`src/rtl/down_timer_pkg.sv`:
```
// Shared types and constants for the down_timer block.
package down_timer_pkg;

  // Default counter width in bits.
  localparam int unsigned DEFAULT_WIDTH = 3;

  // Control FSM states.
  typedef enum logic [1:0] {
    ST_IDLE = 2'd0,
    ST_RUN  = 2'd1,
    ST_DONE = 2'd2
  } state_t;

endpackage

```
`src/rtl/down_timer_dec_core.sv`:
```
// dec_core: n-bit down-counting register with clr > ld > dec priority
// and an "equals one" compare used for terminal-count detection.
module dec_core #(
  parameter int unsigned n = 3
) (
  input  logic         i_clk,
  input  logic         i_rst,
  input  logic         i_clr,
  input  logic         i_ld,
  input  logic         i_dec,
  input  logic [n-1:0] i_din,
  output logic [n-1:0] o_q,
  output logic         o_is_one
);

  logic [n-1:0] r_q;

  // Count register: clear, load, or decrement by one.
  always_ff @(posedge i_clk or posedge i_rst) begin
    if (i_rst) begin
      r_q <= '0;
    end else if (i_clr) begin
      r_q <= '0;
    end else if (i_ld) begin
      r_q <= i_din;
    end else if (i_dec) begin
      r_q <= r_q - n'(1);
    end
  end

  assign o_q      = r_q;
  assign o_is_one = (r_q == n'(1));

endmodule

```
`src/rtl/down_timer.sv`:
```
// down_timer: loadable down-counting timer with borrow-out, busy level
// and one-cycle done pulse. Optional auto-reload via
// DOWN_TIMER_AUTO_RELOAD_EN (DONE re-enters RUN with the last loaded value).
module down_timer
  import down_timer_pkg::*;
#(
  parameter int unsigned n = DEFAULT_WIDTH
) (
  input  logic         clk,
  input  logic         rst,
  input  logic         clr,
  input  logic         ld,
  input  logic [n-1:0] din,
  input  logic         en,
  output logic [n-1:0] pout,
  output logic         busy,
  output logic         done,
  output logic         bo
);

  state_t       r_state;
  state_t       w_state_nxt;
  logic         r_busy;
  logic         r_done;
  logic         w_busy_nxt;
  logic         w_done_nxt;
  logic         w_core_ld;
  logic [n-1:0] w_core_din;
  logic         w_core_dec;
  logic [n-1:0] w_pout;
  logic         w_is_one;

`ifdef DOWN_TIMER_AUTO_RELOAD_EN
  logic [n-1:0] r_reload;

  // Reload register captures every load; clr leaves it untouched.
  always_ff @(posedge clk or posedge rst) begin
    if (rst) begin
      r_reload <= '0;
    end else if (!clr && ld) begin
      r_reload <= din;
    end
  end
`endif

  // State register plus registered busy/done decodes of the next state.
  always_ff @(posedge clk or posedge rst) begin
    if (rst) begin
      r_state <= ST_IDLE;
      r_busy  <= 1'b0;
      r_done  <= 1'b0;
    end else begin
      r_state <= w_state_nxt;
      r_busy  <= w_busy_nxt;
      r_done  <= w_done_nxt;
    end
  end

  // Next-state logic with clr > ld > en priority.
  always_comb begin
    w_state_nxt = r_state;
    if (clr) begin
      w_state_nxt = ST_IDLE;
    end else if (ld) begin
      w_state_nxt = (din != '0) ? ST_RUN : ST_DONE;
    end else begin
      case (r_state)
        ST_IDLE: w_state_nxt = ST_IDLE;
        ST_RUN: begin
          if (en && w_is_one) begin
            w_state_nxt = ST_DONE;
          end
        end
        ST_DONE: begin
`ifdef DOWN_TIMER_AUTO_RELOAD_EN
          w_state_nxt = (r_reload != '0) ? ST_RUN : ST_IDLE;
`else
          w_state_nxt = ST_IDLE;
`endif
        end
        default: w_state_nxt = ST_IDLE;
      endcase
    end
  end

  // Output decode and counter-core controls.
  always_comb begin
    w_busy_nxt = (w_state_nxt == ST_RUN);
    w_done_nxt = (w_state_nxt == ST_DONE);
    w_core_ld  = ld;
    w_core_din = din;
    w_core_dec = en && (r_state == ST_RUN);
`ifdef DOWN_TIMER_AUTO_RELOAD_EN
    if (!ld && (r_state == ST_DONE) && (r_reload != '0)) begin
      w_core_ld  = 1'b1;
      w_core_din = r_reload;
    end
`endif
  end

  dec_core #(
    .n(n)
  ) u_dec_core (
    .i_clk    (clk),
    .i_rst    (rst),
    .i_clr    (clr),
    .i_ld     (w_core_ld),
    .i_dec    (w_core_dec),
    .i_din    (w_core_din),
    .o_q      (w_pout),
    .o_is_one (w_is_one)
  );

  assign pout = w_pout;
  assign busy = r_busy;
  assign done = r_done;
  assign bo   = en & r_busy & w_is_one;

endmodule

```
`config.mk`:
```
export PLATFORM = sky130hd
export DESIGN_NAME = down_timer
export DESIGN_NICKNAME = d
export VERILOG_FILES = /design/src/rtl/down_timer_pkg.sv /design/src/rtl/down_timer_dec_core.sv /design/src/rtl/down_timer.sv
export SDC_FILE = /design/constraint.sdc
export NUM_CORES = 1
export LEC_CHECK = 0
export CORE_AREA = 2 2 39 41
export DETAILED_ROUTE_END_ITERATION = 10
export DIE_AREA = 0 0 41 43
export HOLD_SLACK_MARGIN = 0.08
export PLACE_DENSITY_LB_ADDON = 0.25
export SETUP_SLACK_MARGIN = 0.05
export SYNTH_ARGS = -nofsm -noshare
export SYNTH_HDL_FRONTEND = slang
export SYNTH_HIERARCHICAL = 1
export SYNTH_SLANG_ARGS = --single-unit
```
`constraint.sdc`:
```
create_clock -name clk -period 3.58 [get_ports clk]
set_input_delay 0.358 -clock clk [delete_from_list [all_inputs] [get_ports clk]]
set_output_delay 0.358 -clock clk [all_outputs]
set_load 0.1 [all_outputs]
```
==> run summary <==
r2r startpoint - r_state[1]
starting density of the core - 28.8%
vias in the first global route - 343
CP Data Arrival Time - 1.81 ns
post-synthesis cell area - 398 µm²
slew margin rel. - 35.5%
CTS clock-pin slew for the worst setup and hold paths - 0.06 ns
fin. max-slew vios - 0
Die Area - 1760 µm²
Worst-Skew Late Latency - 0.25 ns
Max stage delay cell, worst path - clkdlybuf4s50_1
combinational share of power - 30.5%
die width - 41 µm
worst-path fanout max - 4
CP top delay family - buffers and inverters
fin crit period - 2.17 ns
via count - 351
IR Drop Worst-Case VDD - 0.000185 V
Net Sw Frac - 35.9%
n_diodes - 0
NetSw - 82.8 µW
Synth Register Bits - 7
Chip Height - 43 µm
critical path class - flop to output pin
met1 Track Usage GR - 15.7%
Syn. warnings - 6
clock root buffer - clkbuf_4
Pre-antenna DRT Iters - 4
Cell Chain, Critical Path - clkdlybuf4s50_1
initial drt markers - 3
DR WL/cell - 12.0 µm
Sum Neg Setup Slack - 0 ns
Residual DRC - 0
first-pass GRT wire length - 1460 µm
# setup viols final - 0
Yosys top cell area share - 44.0%
DP HPWL - 679 µm
Post-DP Area - 546 µm²
Flop pwr share - 37.8%
static leakage - 0.000258 µW
Worst Max-Slew Pin Slew - 0.964 ns
MaxCap Viol Count - 0
CTS sink cnt - 7
Final Hold Vio Count - 0
All-Layer GR Usage - 12.5%
port bufs - 13
Clk pwr share - 31.7%
deepest clock path buffer count - 2
CP Buf/Inv Count - 1
M2 GR Usage - 18.1%
crit path launch - u_dec_core/o_q[0]
reg-to-reg endpoint - u_dec_core/o_q[2]
status - complete, no violations
RSZ-0062 raised after global routing - false
Area growth syn-to-layout - 44.0%
Critical Path Max Stage Delay - 1.15 ns
sequential-to-total area share from yosys stat - 44.0%
layer with the highest usage - met2
skew final - 0.00412 ns
Remaining Overflow, GRT - 0
worst hold slack - 0.302 ns
cell count along the critical path - 1
flop-to-flop setup slack - 2.10 ns
Worst Reg-to-Reg Cells - 4
syn_nets - 49
Area contributors post-synth - dfrtp_1, inv_1, ha_1
I/O Pins - 14
hold_buf cts - 0
pwr/cell area - 402 nW/µm²
row cnt - 14
Post-CTS Setup Bufs - 0
Int Power - 148 µW
count of unique library cells instantiated by Yosys - 19
syn_area_per_cell - 10.2 µm²
H-tree Lvls - 1
met3 Track Usage GR - 1.57%
total CTS buffers - 3
number of antenna violations at the first check in global routing - 0
core area - 1380 µm²
Synth area leader - dfrtp_1
Final period util - 60.5%
Worst setup endpoint - pout[0]
Via density - 4.88
Final Instance Area - 573 µm²
Crit path required time - 3.22 ns
number of gates resized after CTS - 0
Hold Crit Class - input port to asynchronous set/reset pin
fmax - 462 MHz
Nets - 67
GP Congestion - 0.647
CTS tree - done
final WL - 861 µm
CP startpoint kind - flop
Cells after Synth - 39
Detail Route Antenna Nets - 0
CP Capture Type - output pin
pin count of the biggest net entering global routing - 11
layout cells sized above 1 - 12.5%
[power groups by stage]
stage / sequential, µW / clock [µW] / combinational [µW]
3_3_place_gp: 88.3 / 0 / 70.6
5_1_grt: 87.8 / 81.8 / 74.6
6_report: 87.1 / 73.2 / 70.3
2_1_floorplan: 116 / 0 / 19.5
4_1_cts: 87.3 / 77.2 / 70.8
3_5_place_dp: 88.9 / 0 / 70.4
[kinds of logic after synthesis]
family,after synthesis,share of synthesized area (%)
simple gates,13,22.6
buf+inv,7,6.60
fa+ha+maj,2,6.29
xor+xnor,1,2.20
flops,7,44.0
compound gates,9,18.2
[worst min-delay path by stage]
stage,startpoint,endpoint,depth (start not counted)
floorplan,rst,u_dec_core/o_q[0],1
global placement,rst,u_dec_core/o_q[2],2
detailed placement,rst,u_dec_core/o_q[2],2
CTS,rst,u_dec_core/o_q[2],2
global route,rst,u_dec_core/o_q[2],2
finish,rst,u_dec_core/o_q[0],2
[stage by stage]
step	total power (µW)	util, %	std cells	worst slack [ns]
2_1_floorplan	135	-	39	1.03
3_3_place_gp	159	39.4	68	1.69
3_5_place_dp	159	39.4	68	1.68
4_1_cts	235	41.4	72	1.40
5_1_grt	244	41.4	72	1.37
6_report	231	41.4	72	1.41
[layout make-up]
class	count	area (µm²)
Tap cell	16	20.0
Timing Repair Buffer	13	128
Clock buffer	3	22.5
Clock inverter	1	5.00
Inverter	7	26.3
Multi-Input combinational cell	25	196
Sequential cell	7	175
Fill cell	145	811
[layout by cell type (no fill, tap or decap), types with 2 or more instances in the layout]
cell	instances
inv_1	7
o22ai_1	4
nand2b_1	2
clkbuf_4	3
nor2_1	2
dfrtp_1	7
a211oi_1	2
clkdlybuf4s50_1	12
ha_1	2
nor2b_1	2
[metal layers]
layer | up-vias | wire length [µm]
li1 | 173 | -
met1 | 168 | 358
met2 | 8 | 446
met3 | 2 | 41
met4 | 0 | 14
met5 | - | 0
[state kept, by name, indices dropped and copies added, names as in the netlist]
register and flops:
r_state 2, u_dec_core/o_q 3, busy 1, done 1
[synthesized netlist by cell type, drive strengths merged]
library cell / instances
nor2: 2
nand3b: 1
xnor2: 1
and2: 1
and3: 1
a211o: 1
nor3: 1
a2111oi: 1
and4b: 1
dfrtp: 7
o41ai: 1
o22ai: 4
ha: 2
nand4bb: 1
inv: 7
nand2b: 2
nor2b: 2
or3: 1
a211oi: 2
No activity file was read; power rests on OpenSTA's default activity.
